<file path="src/rtl/uart_txrx_param.sv">
// Parametrised UART transceiver: configurable width, parity and stop bits, line-error
// flags, TX ready handshake and internal loopback.
module uart_txrx_param #(
  parameter int unsigned CLOCKS_PER_BIT = 217,
  parameter int unsigned DATA_BITS      = 8,
  parameter int unsigned PARITY         = 0,
  parameter int unsigned STOP_BITS      = 1
) (
  input  logic                 clk,
  input  logic                 rst,
  input  logic                 i_tx_valid,
  input  logic [DATA_BITS-1:0] i_tx_data,
  output logic                 o_tx_ready,
  output logic                 o_tx_done,
  output logic                 o_tx_serial,
  input  logic                 i_rx_serial,
  input  logic                 i_loopback,
  output logic                 o_rx_valid,
  output logic [DATA_BITS-1:0] o_rx_data,
  output logic                 o_parity_err,
  output logic                 o_frame_err
);

  localparam int unsigned CNT_W = $clog2(CLOCKS_PER_BIT);
  localparam int unsigned IDX_W = $clog2(DATA_BITS + 1);
  localparam logic [CNT_W-1:0] BIT_LAST  = CNT_W'(CLOCKS_PER_BIT - 1);
  localparam logic [CNT_W-1:0] HALF_LAST = CNT_W'(CLOCKS_PER_BIT / 2 - 1);
  localparam logic [IDX_W-1:0] DATA_LAST = IDX_W'(DATA_BITS - 1);
  localparam logic [IDX_W-1:0] STOP_LAST = IDX_W'(STOP_BITS - 1);
  localparam logic ODD        = (PARITY == 1);
  localparam logic HAS_PARITY = (PARITY != 0);

  // ---------------- transmitter ----------------
  typedef enum logic [2:0] {TxIdle, TxStart, TxData, TxParity, TxStop} tx_state_e;

  tx_state_e            tx_state_q, tx_state_d;
  logic [CNT_W-1:0]     tx_cnt_q, tx_cnt_d;
  logic [IDX_W-1:0]     tx_idx_q, tx_idx_d;
  logic [DATA_BITS-1:0] tx_shift_q, tx_shift_d;
  logic                 tx_par_q, tx_par_d;
  logic                 tx_done_q, tx_done_d;
  logic                 tx_line;
  logic                 tx_bit_end;

  assign tx_bit_end = (tx_cnt_q == BIT_LAST);

  always_ff @(posedge clk) begin
    if (rst) begin
      tx_state_q <= TxIdle;
      tx_cnt_q   <= '0;
      tx_idx_q   <= '0;
      tx_shift_q <= '0;
      tx_par_q   <= 1'b0;
      tx_done_q  <= 1'b0;
    end else begin
      tx_state_q <= tx_state_d;
      tx_cnt_q   <= tx_cnt_d;
      tx_idx_q   <= tx_idx_d;
      tx_shift_q <= tx_shift_d;
      tx_par_q   <= tx_par_d;
      tx_done_q  <= tx_done_d;
    end
  end

  always_comb begin
    tx_state_d = tx_state_q;
    tx_cnt_d   = tx_cnt_q;
    tx_idx_d   = tx_idx_q;
    tx_shift_d = tx_shift_q;
    tx_par_d   = tx_par_q;
    tx_done_d  = 1'b0;
    tx_line    = 1'b1;
    if (tx_state_q != TxIdle) tx_cnt_d = tx_bit_end ? '0 : tx_cnt_q + 1'b1;
    case (tx_state_q)
      TxIdle: begin
        if (i_tx_valid) begin
          tx_shift_d = i_tx_data;
          tx_par_d   = (^i_tx_data) ^ ODD;
          tx_idx_d   = '0;
          tx_cnt_d   = '0;
          tx_state_d = TxStart;
        end
      end
      TxStart: begin
        tx_line = 1'b0;
        if (tx_bit_end) tx_state_d = TxData;
      end
      TxData: begin
        tx_line = tx_shift_q[0];
        if (tx_bit_end) begin
          tx_shift_d = tx_shift_q >> 1;
          if (tx_idx_q == DATA_LAST) begin
            tx_idx_d   = '0;
            tx_state_d = HAS_PARITY ? TxParity : TxStop;
          end else begin
            tx_idx_d = tx_idx_q + 1'b1;
          end
        end
      end
      TxParity: begin
        tx_line = tx_par_q;
        if (tx_bit_end) tx_state_d = TxStop;
      end
      TxStop: begin
        // tx_idx_q is reused to count stop bits
        if (tx_bit_end) begin
          if (tx_idx_q == STOP_LAST) begin
            tx_idx_d   = '0;
            tx_done_d  = 1'b1;
            tx_state_d = TxIdle;
          end else begin
            tx_idx_d = tx_idx_q + 1'b1;
          end
        end
      end
      default: tx_state_d = TxIdle;
    endcase
  end

  assign o_tx_ready  = (tx_state_q == TxIdle);
  assign o_tx_done   = tx_done_q;
  assign o_tx_serial = i_loopback ? 1'b1 : tx_line;

  // ---------------- receiver ----------------
  typedef enum logic [2:0] {RxIdle, RxStartChk, RxData, RxParity, RxStop} rx_state_e;

  rx_state_e            rx_state_q, rx_state_d;
  logic [CNT_W-1:0]     rx_cnt_q, rx_cnt_d;
  logic [IDX_W-1:0]     rx_idx_q, rx_idx_d;
  logic [DATA_BITS-1:0] rx_shift_q, rx_shift_d;
  logic                 rx_par_q, rx_par_d;
  logic                 rx_valid_q, rx_valid_d;
  logic [DATA_BITS-1:0] rx_data_q, rx_data_d;
  logic                 perr_q, perr_d, ferr_q, ferr_d;
  logic                 sync1_q, sync2_q, prev_q;
  logic                 rx_src, rx_bit_end;

  assign rx_src     = i_loopback ? tx_line : i_rx_serial;
  assign rx_bit_end = (rx_cnt_q == BIT_LAST);

  always_ff @(posedge clk) begin
    if (rst) begin
      sync1_q    <= 1'b1;
      sync2_q    <= 1'b1;
      prev_q     <= 1'b1;
      rx_state_q <= RxIdle;
      rx_cnt_q   <= '0;
      rx_idx_q   <= '0;
      rx_shift_q <= '0;
      rx_par_q   <= 1'b0;
      rx_valid_q <= 1'b0;
      rx_data_q  <= '0;
      perr_q     <= 1'b0;
      ferr_q     <= 1'b0;
    end else begin
      sync1_q    <= rx_src;
      sync2_q    <= sync1_q;
      prev_q     <= sync2_q;
      rx_state_q <= rx_state_d;
      rx_cnt_q   <= rx_cnt_d;
      rx_idx_q   <= rx_idx_d;
      rx_shift_q <= rx_shift_d;
      rx_par_q   <= rx_par_d;
      rx_valid_q <= rx_valid_d;
      rx_data_q  <= rx_data_d;
      perr_q     <= perr_d;
      ferr_q     <= ferr_d;
    end
  end

  always_comb begin
    rx_state_d = rx_state_q;
    rx_cnt_d   = rx_cnt_q;
    rx_idx_d   = rx_idx_q;
    rx_shift_d = rx_shift_q;
    rx_par_d   = rx_par_q;
    rx_valid_d = 1'b0;
    rx_data_d  = rx_data_q;
    perr_d     = perr_q;
    ferr_d     = ferr_q;
    if (rx_state_q != RxIdle) rx_cnt_d = rx_cnt_q + 1'b1;
    case (rx_state_q)
      RxIdle: begin
        // Edge, not level: a line stuck low after a frame error never restarts
        if (prev_q && !sync2_q) begin
          rx_cnt_d   = '0;
          rx_idx_d   = '0;
          rx_state_d = RxStartChk;
        end
      end
      RxStartChk: begin
        if (rx_cnt_q == HALF_LAST) begin
          rx_cnt_d   = '0;
          rx_state_d = sync2_q ? RxIdle : RxData;
        end
      end
      RxData: begin
        if (rx_bit_end) begin
          rx_cnt_d   = '0;
          rx_shift_d = {sync2_q, rx_shift_q[DATA_BITS-1:1]};
          if (rx_idx_q == DATA_LAST) begin
            rx_idx_d   = '0;
            rx_state_d = HAS_PARITY ? RxParity : RxStop;
          end else begin
            rx_idx_d = rx_idx_q + 1'b1;
          end
        end
      end
      RxParity: begin
        if (rx_bit_end) begin
          rx_cnt_d   = '0;
          rx_par_d   = sync2_q;
          rx_state_d = RxStop;
        end
      end
      RxStop: begin
        if (rx_bit_end) begin
          rx_cnt_d   = '0;
          rx_valid_d = 1'b1;
          rx_data_d  = rx_shift_q;
          ferr_d     = ~sync2_q;
          perr_d     = HAS_PARITY && (((^rx_shift_q) ^ ODD) != rx_par_q);
          rx_state_d = RxIdle;
        end
      end
      default: rx_state_d = RxIdle;
    endcase
  end

  assign o_rx_valid   = rx_valid_q;
  assign o_rx_data    = rx_data_q;
  assign o_parity_err = perr_q;
  assign o_frame_err  = ferr_q;

endmodule
</file>
<file path="config.mk">
export PLATFORM = sky130hd
export DESIGN_NAME = uart_txrx_param
export DESIGN_NICKNAME = d
export VERILOG_FILES = /design/src/rtl/uart_txrx_param.sv
export SDC_FILE = /design/constraint.sdc
export NUM_CORES = 1
export LEC_CHECK = 0
export BUFFER_PORTS_ARGS = -buffer_cell sky130_fd_sc_hd__buf_2
export CELL_PAD_IN_SITES_DETAIL_PLACEMENT = 1
export CELL_PAD_IN_SITES_GLOBAL_PLACEMENT = 1
export CORE_ASPECT_RATIO = 1.25
export CORE_MARGIN = 3
export CORE_UTILIZATION = 40
export DETAILED_ROUTE_END_ITERATION = 6
export PLACE_DENSITY_LB_ADDON = 0.15
export SETUP_SLACK_MARGIN = 0.05
export SYNTH_ARGS = -nofsm -noshare
export SYNTH_HDL_FRONTEND = slang
export SYNTH_SLANG_ARGS = --single-unit
</file>
<file path="constraint.sdc">
create_clock -name clk -period 1.6 [get_ports clk]
set_clock_uncertainty 0.05 [all_clocks]
set_input_delay 0.08 -clock clk [delete_from_list [all_inputs] [get_ports clk]]
set_output_delay 0.08 -clock clk [all_outputs]
set_load 0.05 [all_outputs]
</file>
==> results of run 1 <==
==> worst max-delay path: stages (launching register included) <==
cell and delay (ns):
dfxtp_2 0.34, inv_2 0.05, ha_4 0.15, and4_4 0.21
buf_4 0.14, buf_6 0.11, a21oi_4 0.24, a41oi_2 0.15
a311oi_1 0.25
==> routing by layer <==
metal / up-vias / share of wire
met5: - / 0
li1: 1586 / -
met3: 30 / 0.025
met4: 0 / 0.030
met2: 68 / 0.55
met1: 1652 / 0.39
==> flip-flops by register name (all words and copies together), names as in the netlist <==
register     count
rx_cnt_q         8
rx_state_q       3
o_frame_err      1
o_rx_valid       1
tx_par_q         1
sync2_q          1
rx_shift_q       8
prev_q           1
tx_cnt_q         8
o_rx_data        8
tx_idx_q         4
tx_shift_q       8
sync1_q          1
o_tx_done        1
tx_state_q       3
rx_idx_q         4
==> layout make-up <==
cell class | instances | area, um^2
repair buffers | 123 | 982
well taps | 92 | 115
inverters | 11 | 45.0
multi-input cells | 286 | 2070
clock inverters | 6 | 87.6
clock buffers | 10 | 128
fillers | 850 | 2770
flip-flops and latches | 61 | 1250
==> worst max path at each step <==
stage,to,slack [ns],depth (start not counted)
4_1_cts,o_tx_serial,-0.08,5
6_report,tx_cnt_q[7],-0.18,8
3_3_place_gp,sync1_q,-0.11,5
2_1_floorplan,tx_shift_q[4],-0.01,8
3_5_place_dp,sync1_q,-0.16,5
5_1_grt,tx_cnt_q[7],-0.24,8
==> power breakdown <==
group	internal, W	switching [W]	leakage (nW)
Sequential	0.00154	0.0000252	0.501
Combinational	0.000225	0.000260	1.25
Clock	0.000878	0.000679	0.110
==> cells in the mapped netlist (7+ instances only) <==
cell	instances
ha_1	7
inv_1	11
a21oi_1	43
o21ai_0	20
nor3_1	7
nand2_1	63
dfxtp_1	61
clkbuf_1	11
nor2_1	30
nand3_1	14
xnor2_1	7
a311oi_1	12
nand2b_1	8
==> cell families after synthesis <==
logic type               after synthesis
other                                  1
flip-flops                            61
AO/OA/AOI/OAI                        102
XOR/XNOR                               8
adder cells (fa/ha/maj)                7
AND/OR/NAND/NOR                      168
buffers and inverters                 31
==> stage by stage <==
stage	TNS, ns	worst slack (ns)	std cells
floorplan	-0.0347	-0.0116	378
global placement	-0.469	-0.110	539
detailed placement	-1.34	-0.157	539
CTS	-0.361	-0.0827	582
global route	-4.58	-0.241	589
finish	-1.35	-0.177	589
==> what timing repair did <==
action                                 in CTS  in global routing
hold buffers                                7                  0
pin swaps                                  29                 24
resized for setup                          58                 36
setup endpoints to repair                  46                 53
gates cloned                                1                  1
buffers inserted                           20                  6
endpoints found under the hold margin       7                  0
==> flow_metrics.tcl, run 1 <==
set metrics [dict create \
    floorplan.initialDensity 0.413 \
    grt_overflow 0 \
    grt_pass1_vias 3594 \
    drcViolationCount 0 \
    portBuffers 25 \
    rsz0062_at_grt "true" \
    ys_ff_latch 61 \
    drt-pass1-iter-count 4 \
    synth_fa_ha_area_frac 0.0285 \
    hold_viol 0 \
    setup-violations-final 28 \
    core-area_um2 7440 \
    cts_tree "done" \
    clockBufferDepth 2 \
    hp-class "primary input to flop" \
    setup_slack_ns -0.177 \
    routed_wl_mm 11.3 \
    reg2reg_slack_ns -0.18 \
    clock-sinks 61 \
    crit_path_end_kind "flop" \
    violations "setup timing" \
    hp-start "i_tx_data[1]" \
    synth_compound_area_frac 0.213 \
    dpl_cell_area_um2 3800 \
    timing.fmax_mhz 563 \
    met2_usage 0.461 \
    die_x_um 84.5 \
    final_common_cell "buf_4" \
    yosys_warnings 0 \
    critPathMaxFanout 6 \
    synth-seq-area-share 0.397 \
    netlist_top_cells_area "dfxtp_1, nand2_1, a21oi_1, nor2_1, a311oi_1" \
    viasPerCell 5.66 \
    layout.nets 512 \
    drtIter0Drc 174 \
    synth_top_family_by_area "simple AND/OR/NAND/NOR gates" \
    critPathKind "flop to flop" \
    synth_largest_area_cell "dfxtp_1" \
    numCtsBuffers 9 \
    area_growth_pct 51.9 \
    clk_pin_slew_worst_paths_ns 0.07 \
    dr_total_vias 3336 \
    leakage_nw 1.86 \
    power_density_nw_per_um2 772 \
    synth-simple-area-share 0.289 \
    layout_common_cells "buf_4, nand2_1, dfxtp_1" \
    power_w 0.00361 \
    grt_usage 0.249 \
    grt_util_met3 0.0404 \
    synth_top_area_frac 0.397 \
    slew_viol_final 0 \
    worstPathRequired_ns 1.80 \
    fin_crit_sh 1.11 \
    syn_inst 378 \
    clkLatencyLatePin_ns 0.37 \
    r2r_cells 8 \
    busiest_layer "met2" \
    ir_drop_v 0.000448 \
    crit_arrival_ns 1.97 \
    diodes 0 \
    cts_htree_levels 3 \
    gp_congestion 0.789 \
    whs_ns 0.0217 \
    r2r-start "tx_cnt_q[0]" \
    hold_depth 3 \
    cts-root-buf "clkbuf_8" \
    hold_end "tx_shift_q[1]" \
    die_y_um 104 \
    fin_area_um2 4680 \
    synthArstFlopShare 0 \
    cp-start-kind "flop" \
    finalCoreUtilization 0.628 \
    rr_endpoint "tx_cnt_q[7]" \
    antenna_left 0 \
    ios 27 \
    syn_avg_cell_area_um2 8.14 \
    syn_nets 398 \
    use_met1 0.271 \
    synth_ff_type "dfxtp_1" \
    grt_pass1_wl_mm 17.5 \
    fin_crit_ns 1.78 \
    wl_per_cell_um 19.2 \
    muxShareOfSynthArea 0 \
    dieArea_um2 8790 \
    critPathLaunch "tx_cnt_q[0]" \
    synth_xor_area_frac 0.0228 \
    ys_types 59 \
    cap_violations 0 \
    status "complete, but fails checks" \
    synth_area_um2 3080 \
    synth-edff-count 0 \
    antenna_found_initial 0 \
    drive_gt1_frac 0.441 \
    grt_max_degree 24 \
    hpwl_mm 6.23 \
    num_rows 35 \
]
Power figures use the tool's default switching activity.
==> run 2, diff against run 1 <==
CORE_UTILIZATION = 44   (was 40)
clock period = 1.9 ns   (was 1.6 ns; I/O delays follow)
==> flow_metrics.tcl, run 2 (synthesized netlist as in run 1, its figures left out) <==
set metrics [dict create \
    clockPowerShare 0.471 \
    num_rows 33 \
    antenna_left 0 \
    hpwl_mm 5.46 \
    crit_path_end_kind "flop" \
    status "finished clean" \
    crit_arrival_ns 2.06 \
    floorplan.initialDensity 0.460 \
    critPathMaxFanout 7 \
    grt_pass1_wl_mm 13.7 \
    die_y_um 99.5 \
    dpl_cell_area_um2 3370 \
    cp-start-kind "flop" \
    wl_met2_mm 4.59 \
    antenna_found_initial 0 \
    dieArea_um2 8040 \
    internal_power_w 0.00231 \
    critPathKind "flop to flop" \
    hp-class "primary input to flop" \
    hold_viol 0 \
    ios 27 \
    viasPerCell 5.68 \
    final_common_cell "nand2_1" \
    cts_tree "done" \
    routed_wl_mm 8.57 \
    fin_crit_sh 0.965 \
    power_density_nw_per_um2 803 \
    dr_total_vias 2924 \
    worstMarginPinSlew_ns 0.569 \
    die_x_um 80.8 \
    wl_per_cell_um 16.6 \
    dp.cells 490 \
    top_layer "met4" \
    layout.nets 443 \
    layout_common_cells "nand2_1, dfxtp_1, a21oi_1" \
    fin_area_um2 3820 \
    diodes 0 \
    clk_pin_slew_worst_paths_ns 0.07 \
    drive_gt1_frac 0.243 \
    routed-wl-met3_um 234 \
    grt_overflow 0 \
    rsz0062_at_grt "true" \
    grt_pass1_vias 3009 \
    slew_viol_final 0 \
    final_cell_count_no_fill 515 \
    cap_violations 0 \
    drcViolationCount 0 \
    gp_congestion 0.813 \
    switching_share 0.248 \
    fillerInstances 825 \
    fin_crit_ns 1.83 \
    portBuffers 25 \
    setup-violations-final 0 \
    timing.fmax_mhz 545 \
    area_growth_pct 24.1 \
    wirelength_met1_mm 3.62 \
    clockBufferDepth 2 \
    slew_headroom 0.621 \
    power.switching_w 0.000761 \
    final.setup.tns_ns 0 \
    cts_htree_levels 3 \
    drtIter0Drc 111 \
    core-area_um2 6690 \
    finalCoreUtilization 0.571 \
    grt_usage 0.212 \
    drt-pass1-iter-count 4 \
    power_w 0.00307 \
    seqPwrFrac 0.432 \
    share_comb_of_total_power 0.097 \
    worstPathRequired_ns 2.13 \
    grt_max_degree 33 \
    numCtsBuffers 9 \
    clock-sinks 61 \
    clkLatencyLatePin_ns 0.35 \
    cts-root-buf "clkbuf_8" \
    ir_drop_v 0.000400 \
    leakage_nw 1.35 \
]
==> run 2: routing by layer <==
layer,vias up,GRT usage
met5,-,0
met4,0,0.0572
met3,11,0.0516
met2,48,0.376
met1,1429,0.250
li1,1436,-
==> run 2: stage by stage <==
stage	setup slack (ns)	hold slack [ns]
detailed placement	-0.0202	0.354
CTS	0.0220	0.00101
floorplan	0.0947	0.204
finish	0.0665	0.00662
global placement	0.0842	0.348
global route	-0.0344	0.00206
==> run 2: worst max-delay path, stage by stage (launching register included) <==
cell	delay, ns
dfxtp_1	0.40
or3_4	0.45
a32oi_1	0.30
o2111ai_1	0.26
o22a_1	0.22
nor2_1	0.09
==> run 2: final timing paths <==
kind / slack [ns] / endpoint / from / cells past startpoint
setup / recovery: 0.07 / rx_state_q[2] / rx_state_q[0] / 5
hold / removal: 0.007 / tx_shift_q[7] / i_tx_data[7] / 3
setup reg to reg: 0.07 / rx_state_q[2] / rx_state_q[0] / 5
hold reg to reg: 0.37 / sync2_q / sync1_q / 1
==> run 2: cell type report <==
class | count | area (um^2) | share of cell area
clock buffer | 9 | 124 | 0.0324
clock inverter | 7 | 121 | 0.0318
inverter | 11 | 50.0 | 0.0131
multi-input combinational | 286 | 1800 | 0.471
sequential | 61 | 1230 | 0.323
tap | 87 | 109 | 0.0285
timing repair buffer | 54 | 383 | 0.100
==> run 2: what timing repair did <==
action	in CTS	in global routing
hold buffers	3	0
endpoints found under the setup margin	9	28
cloned	0	1
pin swaps	1	13
hold endpoints to repair	3	0
gates resized for setup	5	28
setup buffers	0	5
==> run 2: power by group through the flow <==
stage                     logic [W]  clock network (W)  registers [W]
after floorplan            0.000186                  0        0.00135
after global placement     0.000252                  0        0.00135
after detailed placement   0.000259                  0        0.00135
after CTS                  0.000271            0.00147        0.00132
after global routing       0.000328            0.00154        0.00133
final                      0.000297            0.00145        0.00133
==> run 3, diff against run 2 <==
CORE_MARGIN = 5   (was 3)
==> flow_metrics.tcl, run 3 (synthesized netlist as in run 1, its figures left out) <==
set metrics [dict create \
    portBuffers 25 \
    numCtsBuffers 9 \
    rsz0062_at_grt "true" \
    slew_viol_final 0 \
    leakage_nw 1.32 \
    final.setup.tns_ns 0 \
    hold_viol 0 \
    clockBufferDepth 2 \
    grt_util_met3 0.0389 \
    fillerInstances 864 \
    critPathLaunch "rx_cnt_q[0]" \
    crit_end "rx_cnt_q[6]" \
    grt_pass1_vias 2912 \
    layout_common_cells "nand2_1, dfxtp_1, a21oi_1" \
    crit_slowest_cell "a221oi_4" \
    antenna_found_initial 0 \
    cts_htree_levels 3 \
    wl_per_cell_um 15.9 \
    drcViolationCount 0 \
    cts_tree "done" \
    busiest_layer "met2" \
    crit_chain "ha_2, nand4bb_1, o21ai_2, a221oi_4, o21ai_1, a311oi_1" \
    ios 27 \
    num_rows 34 \
    rr_endpoint "rx_cnt_q[6]" \
    die_y_um 104 \
    drive_gt1_frac 0.247 \
    met2_usage 0.347 \
    worstPathRequired_ns 2.10 \
    final_cell_count_no_fill 520 \
    drtIter0Drc 91 \
    dp.cells 496 \
    use_met1 0.201 \
    grt_pass1_wl_mm 13.4 \
    cp-start-kind "flop" \
    power_w 0.00279 \
    hp-class "primary input to flop" \
    routed_wl_mm 8.27 \
    gp_congestion 0.825 \
    seq_area_um2 1230 \
    critPathKind "flop to flop" \
    floorplan.initialDensity 0.447 \
    fin_crit_sh 0.930 \
    r2r_cells 6 \
    cap_violations 0 \
    dr_total_vias 2904 \
    grt_overflow 0 \
    die_x_um 84.8 \
    viasPerCell 5.58 \
    hpwl_mm 5.57 \
    power_density_nw_per_um2 739 \
    clock-sinks 61 \
    crit_arrival_ns 1.97 \
    critPathMaxFanout 8 \
    reg2reg_slack_ns 0.13 \
    antenna_left 0 \
    final_common_cell "nand2_1" \
    r2r-start "rx_cnt_q[0]" \
    critPathTopFamily "compound AO/OA/AOI/OAI gates" \
    crit_path_max_incr_delay_ns 0.44 \
    core-area_um2 6890 \
    status "finished clean" \
    crit_buf_inv 0 \
    drt-pass1-iter-count 4 \
    ir_drop_v 0.000428 \
    grt_usage 0.185 \
    cp.depth 6 \
    area_growth_pct 22.6 \
    cts-root-buf "clkbuf_8" \
    setup-violations-final 0 \
    clkLatencyLatePin_ns 0.34 \
    fin_crit_ns 1.77 \
    dieArea_um2 8780 \
    clk_pin_slew_worst_paths_ns 0.08 \
    grt_max_degree 24 \
    crit_path_end_kind "flop" \
    diodes 0 \
    multi_input_area_um2 1780 \
    timing.fmax_mhz 566 \
    layout.nets 445 \
]
run 3: what timing repair did:
action,4_1_cts,5_1_grt
buffers inserted,0,3
endpoints found under the setup margin,6,26
pin swaps,1,12
endpoints found under the hold margin,4,0
hold buffers,4,0
gates resized for setup,5,25
gates cloned,0,1
run 3: power by group:
group / internal [W] / switching [W]
combinational: 0.000121 / 0.000167
sequential: 0.00130 / 0.0000218
clock: 0.000612 / 0.000563
run 3: worst min-delay path by stage:
stage / start / endpoint / slack, ns / depth (start not counted)
floorplan: i_tx_valid / tx_state_q[0] / 0.20 / 2
global placement: sync1_q / sync2_q / 0.35 / 1
detailed placement: sync1_q / sync2_q / 0.35 / 1
CTS: i_tx_data[3] / tx_shift_q[3] / 0.003 / 3
global route: i_tx_data[3] / tx_shift_q[3] / 0.02 / 3
finish: i_tx_data[3] / tx_shift_q[3] / 0.02 / 3
run 3: final cells by class:
class,count,area share
clock buffers,9,0.0328
flip-flops and latches,61,0.327
well taps,90,0.0299
inverters,11,0.0126
repair buffers,56,0.106
multi-input cells,286,0.472
clock inverters,7,0.0199
run 3: routing by layer:
metal	vias to the layer above	share of wire
met1	1409	0.42
met3	11	0.025
met4	0	0.014
met5	-	0
li1	1450	-
met2	34	0.54
run 3: metrics by stage:
stage                     setup WS (ns)  utilization  hold WS, ns  cell area [um^2]
after global placement           0.0800        0.493        0.350              3400
after detailed placement      0.0000115        0.493        0.353              3400
after floorplan                  0.0947            -        0.204              3080
final                             0.133        0.547       0.0189              3770
after CTS                        0.0557        0.530      0.00280              3650
after global routing            0.00843        0.547       0.0171              3770
run 3: worst min-delay path: stages:
cell and delay (ns):
buf_2 0.11, o21ai_0 0.07, a311oi_1 0.09
